<file path="config.mk">
export PLATFORM = sky130hd
export DESIGN_NAME = ee354_project_dir_queue_flat
export DESIGN_NICKNAME = d
export VERILOG_FILES = /design/src/rtl/ee354_project_dir_queue_if.sv /design/src/rtl/ee354_project_dir_queue.sv /design/src/flat_wrapper.sv
export SDC_FILE = /design/constraint.sdc
export NUM_CORES = 1
export LEC_CHECK = 0
export ABC_AREA = 1
export ABC_CLOCK_PERIOD_IN_PS = 3100
export BUFFER_PORTS_ARGS = -buffer_cell sky130_fd_sc_hd__buf_2
export CAP_MARGIN = 20
export CORE_ASPECT_RATIO = 1.5
export CORE_UTILIZATION = 50
export CTS_CLUSTER_SIZE = 20
export DETAILED_ROUTE_END_ITERATION = 7
export MAX_ROUTING_LAYER = met4
export PLACE_DENSITY = 0.83
export RECOVER_POWER = 100
export SETUP_SLACK_MARGIN = 0.5
export SYNTH_ARGS = -nofsm -noshare
export SYNTH_HDL_FRONTEND = slang
export SYNTH_SLANG_ARGS = --single-unit
</file>
<file path="constraint.sdc">
create_clock -name Clk -period 3.1 [get_ports Clk]
set_input_delay 0.465 -clock Clk [delete_from_list [all_inputs] [get_ports Clk]]
set_output_delay 0.465 -clock Clk [all_outputs]
set_load 0.1 [all_outputs]
</file>
<file path="src/rtl/ee354_project_dir_queue_if.sv">
// Bundle of direction-queue signals between the button debouncers / game FSM
// (master side) and the direction queue (slave side).
interface ee354_project_dir_queue_if #(
  parameter int PTR_W = 2
);
  logic             BtnU_SCEN;
  logic             BtnD_SCEN;
  logic             BtnL_SCEN;
  logic             BtnR_SCEN;
  logic             q_Run;
  logic             Tick;
  logic [1:0]       Cur_Dirn;
  logic             Dirn_Changed;
  logic             Drop;
  logic [PTR_W:0]   Count;
  logic             Empty;
  logic             Full;

  modport master (
    output BtnU_SCEN, BtnD_SCEN, BtnL_SCEN, BtnR_SCEN, q_Run, Tick,
    input  Cur_Dirn, Dirn_Changed, Drop, Count, Empty, Full
  );

  modport slave (
    input  BtnU_SCEN, BtnD_SCEN, BtnL_SCEN, BtnR_SCEN, q_Run, Tick,
    output Cur_Dirn, Dirn_Changed, Drop, Count, Empty, Full
  );
endinterface

</file>
<file path="src/rtl/ee354_project_dir_queue.sv">
// Direction-command queue for the snake game. Single-cycle button pulses are
// filtered against the most recent direction (duplicates and reversals are
// dropped), buffered in a small circular queue, and released one per game
// tick into the registered current direction.
module ee354_project_dir_queue #(
  parameter int         DEPTH     = 4,
  parameter int         PTR_W     = 2,
  parameter logic [1:0] INIT_DIRN = 2'b11
) (
  input  logic                     Clk,
  input  logic                     Reset,
  ee354_project_dir_queue_if.slave bus
);

  localparam logic [PTR_W:0] C_DEPTH = (PTR_W+1)'(DEPTH);

  logic [1:0]       r_mem [DEPTH];
  logic [1:0]       r_cur;
  logic [PTR_W-1:0] r_wptr;
  logic [PTR_W-1:0] r_rptr;
  logic [PTR_W:0]   r_count;
  logic             r_changed;
  logic             r_drop;

  logic             w_press;
  logic [1:0]       w_cand;
  logic [PTR_W-1:0] w_tailPtr;
  logic [1:0]       w_ref;
  logic             w_full;
  logic             w_pop;
  logic             w_dup;
  logic             w_opp;
  logic             w_accept;
  logic             w_drop;

  assign w_press   = bus.BtnU_SCEN | bus.BtnD_SCEN | bus.BtnL_SCEN | bus.BtnR_SCEN;
  assign w_tailPtr = r_wptr - 1'b1;
  assign w_ref     = (r_count != '0) ? r_mem[w_tailPtr] : r_cur;
  assign w_full    = (r_count == C_DEPTH);
  assign w_pop     = bus.q_Run & bus.Tick & (r_count != '0);
  assign w_dup     = (w_cand == w_ref);
  assign w_opp     = (w_cand[1] == w_ref[1]) & (w_cand[0] != w_ref[0]);
  assign w_accept  = bus.q_Run & w_press & ~w_dup & ~w_opp & (~w_full | w_pop);
  assign w_drop    = bus.q_Run & w_press & ~w_accept;

  // Pick one press per cycle with fixed priority U > D > L > R.
  always_comb begin
    w_cand = 2'b11;
    if (bus.BtnU_SCEN)      w_cand = 2'b00;
    else if (bus.BtnD_SCEN) w_cand = 2'b01;
    else if (bus.BtnL_SCEN) w_cand = 2'b10;
    else                    w_cand = 2'b11;
  end

  // Queue storage: contents are don't-care until counted, so no reset needed.
  always_ff @(posedge Clk) begin
    if (w_accept) r_mem[r_wptr] <= w_cand;
  end

  // Pointers, occupancy, current direction and the one-cycle status pulses.
  always_ff @(posedge Clk) begin
    if (Reset || !bus.q_Run) begin
      r_cur     <= INIT_DIRN;
      r_wptr    <= '0;
      r_rptr    <= '0;
      r_count   <= '0;
      r_changed <= 1'b0;
      r_drop    <= 1'b0;
    end else begin
      r_changed <= w_pop;
      r_drop    <= w_drop;
      if (w_accept) r_wptr <= r_wptr + 1'b1;
      if (w_pop) begin
        r_rptr <= r_rptr + 1'b1;
        r_cur  <= r_mem[r_rptr];
      end
      case ({w_accept, w_pop})
        2'b10:   r_count <= r_count + 1'b1;
        2'b01:   r_count <= r_count - 1'b1;
        default: r_count <= r_count;
      endcase
    end
  end

  assign bus.Cur_Dirn     = r_cur;
  assign bus.Dirn_Changed = r_changed;
  assign bus.Drop         = r_drop;
  assign bus.Count        = r_count;
  assign bus.Empty        = (r_count == '0);
  assign bus.Full         = (r_count == C_DEPTH);

endmodule

</file>
<file path="src/flat_wrapper.sv">
// flat-port wrapper written by rule: the top's interface ports become plain ports
module ee354_project_dir_queue_flat 
#(
  parameter int         DEPTH     = 4,
  parameter int         PTR_W     = 2,
  parameter logic [1:0] INIT_DIRN = 2'b11
)
  (Clk, Reset, bus_BtnU_SCEN, bus_BtnD_SCEN, bus_BtnL_SCEN, bus_BtnR_SCEN, bus_q_Run, bus_Tick, bus_Cur_Dirn, bus_Dirn_Changed, bus_Drop, bus_Count, bus_Empty, bus_Full);
  ee354_project_dir_queue_if #(.PTR_W(PTR_W)) bus_i ();
  input  logic Clk;
  input  logic Reset;
  input wire logic [$bits(bus_i.BtnU_SCEN)-1:0] bus_BtnU_SCEN;
  input wire logic [$bits(bus_i.BtnD_SCEN)-1:0] bus_BtnD_SCEN;
  input wire logic [$bits(bus_i.BtnL_SCEN)-1:0] bus_BtnL_SCEN;
  input wire logic [$bits(bus_i.BtnR_SCEN)-1:0] bus_BtnR_SCEN;
  input wire logic [$bits(bus_i.q_Run)-1:0] bus_q_Run;
  input wire logic [$bits(bus_i.Tick)-1:0] bus_Tick;
  output wire logic [$bits(bus_i.Cur_Dirn)-1:0] bus_Cur_Dirn;
  output wire logic [$bits(bus_i.Dirn_Changed)-1:0] bus_Dirn_Changed;
  output wire logic [$bits(bus_i.Drop)-1:0] bus_Drop;
  output wire logic [$bits(bus_i.Count)-1:0] bus_Count;
  output wire logic [$bits(bus_i.Empty)-1:0] bus_Empty;
  output wire logic [$bits(bus_i.Full)-1:0] bus_Full;
  assign bus_i.BtnU_SCEN = bus_BtnU_SCEN;
  assign bus_i.BtnD_SCEN = bus_BtnD_SCEN;
  assign bus_i.BtnL_SCEN = bus_BtnL_SCEN;
  assign bus_i.BtnR_SCEN = bus_BtnR_SCEN;
  assign bus_i.q_Run = bus_q_Run;
  assign bus_i.Tick = bus_Tick;
  assign bus_Cur_Dirn = bus_i.Cur_Dirn;
  assign bus_Dirn_Changed = bus_i.Dirn_Changed;
  assign bus_Drop = bus_i.Drop;
  assign bus_Count = bus_i.Count;
  assign bus_Empty = bus_i.Empty;
  assign bus_Full = bus_i.Full;
  ee354_project_dir_queue #(.DEPTH(DEPTH), .PTR_W(PTR_W), .INIT_DIRN(INIT_DIRN)) u_core (.Clk(Clk), .Reset(Reset), .bus(bus_i));
endmodule
</file>
==> results of run 1 <==
## worst register-to-register path, cell delays in order, from the launching register on
cell	delay [ps]
dfxtp_1	400
inv_1	90
ha_1	310
inv_1	80
nand3_1	100
nand2_1	70
nand2_1	70
nand3_2	70
nand2_1	110
nand2_1	220
ha_1	210
inv_2	50
fa_2	520
nor2_1	40
a21oi_1	120
nor2_1	50
## metal layers
metal,up-vias,track usage
met5,-,-
met4,0,0.1330
met3,5,0.02335
met2,15,0.3500
met1,377,0.2306
li1,420,-
## final cells by class
class                           instances  area share
Multi-Input combinational cell         75      0.3851
Clock buffer                            3     0.01998
Tap cell                               21     0.02331
Inverter                               25     0.09323
Sequential cell                        19      0.4140
Clock inverter                          1    0.004440
Timing Repair Buffer                   16     0.05993
## sequential cells by signal, indices dropped and copies added (netlist names)
name / count
u_core.bus.Drop: 1
u_core.r_rptr: 2
u_core.bus.Count: 3
u_core.bus.Cur_Dirn: 2
u_core.r_wptr: 2
u_core.bus.Dirn_Changed: 1
u_core.r_mem: 8
## metrics by stage
stage	setup slack [ps]	util	power, mW	hold slack [ps]	instance area, um2
floorplan	317.8	-	0.3464	491.0	1051
global placement	787.0	0.6242	0.3629	453.4	1157
detailed placement	675.3	0.6242	0.3664	468.1	1157
CTS	670.5	0.6390	0.4885	308.7	1185
global route	262.1	0.6080	0.4963	316.2	1127
finish	495.5	0.6080	0.4791	313.6	1127
## logic make-up (layout without fill, tap and decap cells)
kind of cell    count (synthesis)  after routing  share of synthesized area
flops                          19             19                     0.4577
fa+ha+maj                       6              6                    0.08209
buf+inv                        25             45                    0.09702
simple gates                   48             48                     0.2500
compound gates                 21             21                     0.1132
## cells in the mapped netlist, drive strengths merged
cell type / instances
nand2: 18
ha: 5
a21oi: 14
o21ai: 6
nor3: 2
edfxtp: 8
fa: 1
dfxtp: 11
nor2: 16
a221o: 1
or2: 1
inv: 24
nand3: 11
clkinv: 1
## power breakdown
group | leakage (nW) | switching, mW | internal (mW)
registers | 0.165 | 0.00526 | 0.267
clock network | 0.0177 | 0.0778 | 0.0482
logic | 0.285 | 0.0606 | 0.0202
## how the worst max path moves through the flow
stage | cells after the start | slack, ps | end | startpoint
after detailed placement | 15 | 680 | u_core.bus.Count[1] | u_core.r_wptr[0]
after CTS | 16 | 670 | u_core.bus.Count[2] | u_core.r_wptr[0]
after floorplan | 10 | 320 | u_core.bus.Count[1] | u_core.bus.Count[2]
after global routing | 16 | 260 | u_core.bus.Count[2] | u_core.r_wptr[1]
final | 15 | 500 | u_core.bus.Count[1] | u_core.r_wptr[1]
after global placement | 16 | 790 | u_core.bus.Count[2] | u_core.r_wptr[0]
==> results by group, run 1 <==
Worst hold path
  – Hold endpoint: u_core.bus.Dirn_Changed
  – Launch instance of the worst min-delay path: Reset
  – Number of cells on the worst hold path: 2
  – Min-delay worst type: in -> reg

Worst setup path
  – Required time of the critical path: 3310 ps
  – Worst Reg2Reg Path Length in Cells: 15
  – Largest fanout on the critical path: 6
  – Worst path slowest cell: fa_2
  – Crit-path leading delay family: adder cells
  – Kind of critical path: reg -> reg
  – Data arrival time at the worst-slack endpoint: 2810 ps
  – Largest stage delay on the critical path: between 500 and 600 ps
  – Crit path capture type: register
  – Startpoint types: register
  – Number of buffers and inverters on the critical path: 3
  – Most used cell, CP: nand2_1
  – Reg2Reg Launch Point: u_core.r_wptr[1]
  – Minimum setup slack among reg-to-reg paths: 500 ps
  – Endpoint of the worst register-to-register path: u_core.bus.Count[1]
  – Ordered cell list for the critical path: inv_1, ha_1, inv_1, nand3_1, nand2_1, nand2_1, nand3_2, nand2_1, nand2_1, ha_1, inv_2, fa_2, nor2_1, a21oi_1, nor2_1

Layout
  – Storage element area: 466.7 um2
  – Most common cell after layout, fill and taps aside: inv_1
  – Most frequent cells in the layout: inv_1 (20), nand2_1 (18), nor2_1 (15)
  – Multi-input logic area: 434.2 um2
  – Layout overhead on the synthesized area: 12.06%
  – Layout cell share with drive strength beyond 1: 0.1799
  – Number of standard cells in the final layout excluding fillers: 160
  – Filler Cells Inserted: 191
  – Count of inserted antenna diode cells: 0
  – Final Net Count: between 150 and 200

Placement
  – Weighted congestion reported at the end of routability-driven placement: 0.8647
  – HPWL after DPL: about 1600 um
  – IO Port Bufs: 16
  – Number of cells after detailed placement: 156

Routing
  – Count of antenna-violating nets left after detailed routing: 0
  – Iteration-0 DRC count of the detailed router: 6
  – Detailed Route WL: roughly 2000 um
  – Wire length on met1: 779 um
  – Routed via count: 817
  – Wire length on met2: 1066 um
  – DRC: 0
  – DR top layer: met4
  – Initial DRT Pass Iterations: 4
  – Met3 wire len: 42 um
  – Via/cell ratio: 5.106
  – Drt wl/cell: between 10 and 15 um

Yosys
  – Netlist area before placement: slightly above 1000 um2
  – Post-Synthesis Net Count: 133
  – Number of distinct library cell variants in the gate-level netlist after synthesis: 22
  – Dominant cells by area after synthesis: edfxtp_1 (24%), dfxtp_1 (22%), inv_1 (7.8%), a21oi_1 (6.5%), ha_1 (6.2%)
  – Seq/Total Area, Yosys: 0.4577
  – Mapped Avg Cell Area: 8.453 um2
  – Synth warnings: 0
  – Area fraction of the dominant cell type after synthesis: 0.2388
  – Yosys top cell by area: edfxtp_1
  – Seq cells post-synth: 19
  – Synthesized netlist cell count: 119

GRT
  – First-pass GRT wire length: 3146 um
  – Via count of the first global-routing pass: about 800
  – Pin count of the biggest net entering global routing: 12
  – Number of antenna violations at the first check in global routing: 0
  – Tot GR Track Use: 0.2125
  – Total gr overflow: 0

Timing
  – Count of endpoints failing setup in the final report: 0
  – Worst slew margin: 0.2195
  – Transition time at the pin with the least slew margin: between 1000 and 1500 ps
  – Final Max Tran Viols: 0
  – Total negative slack for setup checks: 0 ps
  – Achievable clock frequency: 384.0 MHz
  – Setup repair after global routing missed its margin: false
  – Post-route fraction of the period consumed by the critical path: 0.8401
  – Clock tree skew after final layout: approximately 12 ps
  – Final number of hold-violating endpoints: 0
  – Final critical path time including I/O delays and setup: between 2000 and 3000 ps

Die
  – Overall die height: 56.94 um
  – Placeable core region: 1854 um2
  – Boundary Pins: 17
  – X dimension of the die: 38.63 um
  – Die Outline Area: 2199 um2
  – Starting density of the core: 0.5425
  – Core Rows: 19

Clock tree
  – CTS Sinks: 19
  – Clock root cell: clkbuf_4
  – Clock latency on the worst-skew pair: 310 ps
  – H-tree levels: 1
  – CTS-repair resized insts: 0
  – Post-CTS setup buffer count: 0
  – Hold_buf cts: 0
  – Clock input transition at the sequential cells of the worst setup and hold paths: between 100 and 150 ps
  – Number of buffers between clock root and the deepest sink: 2
  – TritonCTS clock tree: built
  – Inserted Clock Buffers: 3

Pwr
  – Peak supply drop: 240.8 uV
  – Static power due to leakage: 0.4682 nW
  – PwrDens: 425.0 nW/um2

Outcome
  – Run status: completed

Run
  – Max Cap Viol: 0
Note: power is estimated with default switching activity, not from simulation.
==> inputs of run 2 (changes only) <==
--- a/config.mk
+++ b/config.mk
@@ -6,15 +6,15 @@
 export NUM_CORES = 1
 export LEC_CHECK = 0
 export ABC_AREA = 1
-export ABC_CLOCK_PERIOD_IN_PS = 3100
+export ABC_CLOCK_PERIOD_IN_PS = 2200
 export BUFFER_PORTS_ARGS = -buffer_cell sky130_fd_sc_hd__buf_2
 export CAP_MARGIN = 20
 export CORE_ASPECT_RATIO = 1.5
-export CORE_UTILIZATION = 50
+export CORE_UTILIZATION = 48
 export CTS_CLUSTER_SIZE = 20
 export DETAILED_ROUTE_END_ITERATION = 7
 export MAX_ROUTING_LAYER = met4
-export PLACE_DENSITY = 0.83
+export PLACE_DENSITY = 0.84
 export RECOVER_POWER = 100
 export SETUP_SLACK_MARGIN = 0.5
 export SYNTH_ARGS = -nofsm -noshare
==> constraint.sdc (replaced) <==
create_clock -name Clk -period 2.2 [get_ports Clk]
set_input_delay 0.33 -clock Clk [delete_from_list [all_inputs] [get_ports Clk]]
set_output_delay 0.33 -clock Clk [all_outputs]
set_load 0.1 [all_outputs]
==> run 2 against run 1 <==
  * The flow now finishes with violations (setup timing)
  * Routed wire length is 7.0% higher
  * Clock power increased by 48%
  * Worst setup slack lost 520 ps
  * Cell area rose by 17%
  * Final cell count up 6.9%
  * Count of clock-buffer cells in the layout stayed put
  * Sequential power is 40% higher
  * Register-to-register slack got worse by 520 ps
  * Total power grew 51%
  * Largest power group unchanged
==> results by group, run 2 (synthesis results as in run 1) <==
Outcome
  – Run status: finished with violations
  – Violations in the final reports: setup timing

Timing
  – Setup repair after global routing missed its margin: true
  – Final critical path time including I/O delays and setup: 2225 ps
  – Final Max Tran Viols: 0
  – Final Worst Setup Slack: -25.23 ps
  – Transition time at the pin with the least slew margin: 487.0 ps
  – Clock tree skew after final layout: 4.854 ps
  – Post-route fraction of the period consumed by the critical path: 1.011
  – Achievable clock frequency: 449.4 MHz
  – Count of endpoints failing setup in the final report: 1
  – Final number of hold-violating endpoints: 0
  – Worst slew margin: 0.6775

Clock tree
  – CTS Sinks: 19
  – Clock root cell: clkbuf_4
  – H-tree levels: 1
  – TritonCTS clock tree: built
  – Number of buffers between clock root and the deepest sink: 2
  – Clock latency on the worst-skew pair: 310 ps
  – Clock input transition at the sequential cells of the worst setup and hold paths: 110 ps
  – Inserted Clock Buffers: 3
  – Hold_buf cts: 0

Routing
  – DR top layer: met4
  – Via/cell ratio: 5.164
  – Iteration-0 DRC count of the detailed router: 24
  – Met3 wire len: 91 um
  – Detailed Route WL: roughly 2100 um
  – Wire length on met1: around 760 um
  – DRC: 0
  – Routed via count: roughly 880
  – Drt wl/cell: 12.18 um
  – Wire length on met2: 1190 um
  – Initial DRT Pass Iterations: 7
  – Count of antenna-violating nets left after detailed routing: 0

Pwr
  – Comb power frac: 0.219
  – Clock network fraction of design power: 0.257
  – Static power due to leakage: 0.5643 nW
  – Fraction of power spent switching nets: 0.3119
  – PwrDens: approximately 550 nW/um2
  – P_sw: 0.2263 mW
  – Peak supply drop: 429.7 uV
  – Relative contribution of sequential cells to total power: 0.524
  – Design internal power: about 0.50 mW

Layout
  – Max reg flops: 8
  – Register ranked first by flip-flop count: u_core.r_mem
  – Count of inserted antenna diode cells: 0
  – Design Area, Final: 1318 um2
  – Layout cell share with drive strength beyond 1: 0.3933
  – Most common cell after layout, fill and taps aside: inv_1
  – Number of standard cells in the final layout excluding fillers: 171
  – Final Net Count: between 150 and 200
  – Most frequent cells in the layout: inv_1 (17), nand2_1 (16), buf_2 (14)
  – Finished Core Util: 0.6928
  – Layout overhead on the synthesized area: 30.97%

Placement
  – IO Port Bufs: 16
  – Post-place instance area: 1205 um2
  – DP Worst Slack: -13.30 ps
  – Weighted congestion reported at the end of routability-driven placement: 0.8354
  – HPWL after DPL: 1563 um
  – Number of cells after detailed placement: 162

Worst setup path
  – Startpoint types: register
  – Minimum setup slack among reg-to-reg paths: -30 ps
  – Data arrival time at the worst-slack endpoint: between 2000 and 2500 ps
  – Required time of the critical path: 2410 ps
  – Kind of critical path: reg -> reg
  – Worst path slowest cell: dfxtp_2
  – Largest stage delay on the critical path: about 350 ps
  – Largest fanout on the critical path: 3
  – Ordered cell list for the critical path: inv_2, ha_4, inv_2, nand3_2, nand2_1, nand2_1, nand3_2, nand2_4, nand2_4, ha_4, inv_2, fa_2, a21oi_1, o21ai_1, o21ai_1, a21oi_1
  – Most used cell, CP: inv_2
  – Crit path capture type: register

Die
  – Starting density of the core: 0.5289
  – Overall die height: slightly below 60 um
  – Die Outline Area: about 2300 um2
  – X dimension of the die: 39.38 um
  – Boundary Pins: 17
  – Placeable core region: 1902 um2
  – Core Rows: 19

GRT
  – Number of antenna violations at the first check in global routing: 0
  – First-pass GRT wire length: ~3300 um
  – Total gr overflow: 0
  – Pin count of the biggest net entering global routing: 13
  – Via count of the first global-routing pass: around 830
  – Tot GR Track Use: 0.2182

Worst hold path
  – Min-delay worst type: in -> reg

Run
  – Max Cap Viol: 0
## run 2: cell count changes in the layout (fill, tap and decap cells not counted), sizes merged
cell | before | now
buf | 6 | 25
clkinv | 2 | 1
clkinvlp | 1 | 2
clkbuf | 13 | 5
## run 2: repair_timing
item,in CTS,in global routing
endpoints found under the setup margin,13,11
pin swaps,1,0
resized for setup,12,4
endpoints found under the hold margin,0,0
buffers inserted,2,3
## run 2: final timing paths
check	start	cells past startpoint	end
worst min-delay path	Reset	2	u_core.bus.Dirn_Changed
worst min register to register	u_core.bus.Cur_Dirn[0]	2	u_core.bus.Cur_Dirn[0]
worst max-delay path	u_core.r_wptr[0]	16	u_core.bus.Count[2]
worst max register to register	u_core.r_wptr[0]	16	u_core.bus.Count[2]
## run 2: final cells by class
class                           instances  area [um2]
Timing Repair Buffer                   27       160.2
Clock buffer                            3       22.52
Fill cell                             160       584.3
Multi-Input combinational cell         75       521.8
Clock inverter                          1       7.507
Sequential cell                        19       474.2
Tap cell                               21       26.28
Inverter                               25       105.1
## run 2: critical path: cells and delay by family (launching register included)
| kind | cells | cell delay (ps) |
|---|---|---|
| adders and majority gates | 3 | 710 |
| AOI/OAI and AO/OA | 4 | 500 |
| and+or+nand+nor | 6 | 410 |
| DFF | 1 | 350 |
| buffers and inverters | 3 | 160 |
## run 2: power groups by stage
stage	Clock, mW	Sequential [mW]	Combinational, mW
floorplan	0	0.410	0.0774
global placement	0	0.388	0.131
detailed placement	0	0.388	0.137
CTS	0.192	0.380	0.149
global route	0.206	0.382	0.173
finish	0.186	0.380	0.159
## run 2: metrics by stage
| step | total power [mW] | hold slack [ps] | setup TNS, ps |
|---|---|---|---|
| after floorplan | 0.4875 | 402.4 | -1303 |
| after global placement | 0.5192 | 450.3 | 0 |
| after detailed placement | 0.5250 | 458.6 | -13.30 |
| after CTS | 0.7216 | 168.6 | 0 |
| after global routing | 0.7605 | 172.0 | -201.9 |
| final | 0.7256 | 173.9 | -25.23 |
## run 2: per-layer routing
layer / GRT usage / vias to the layer above
met2: 0.3952 / 26
met4: 0.08374 / 0
met5: - / -
met3: 0.02299 / 5
li1: - / 448
met1: 0.2281 / 404
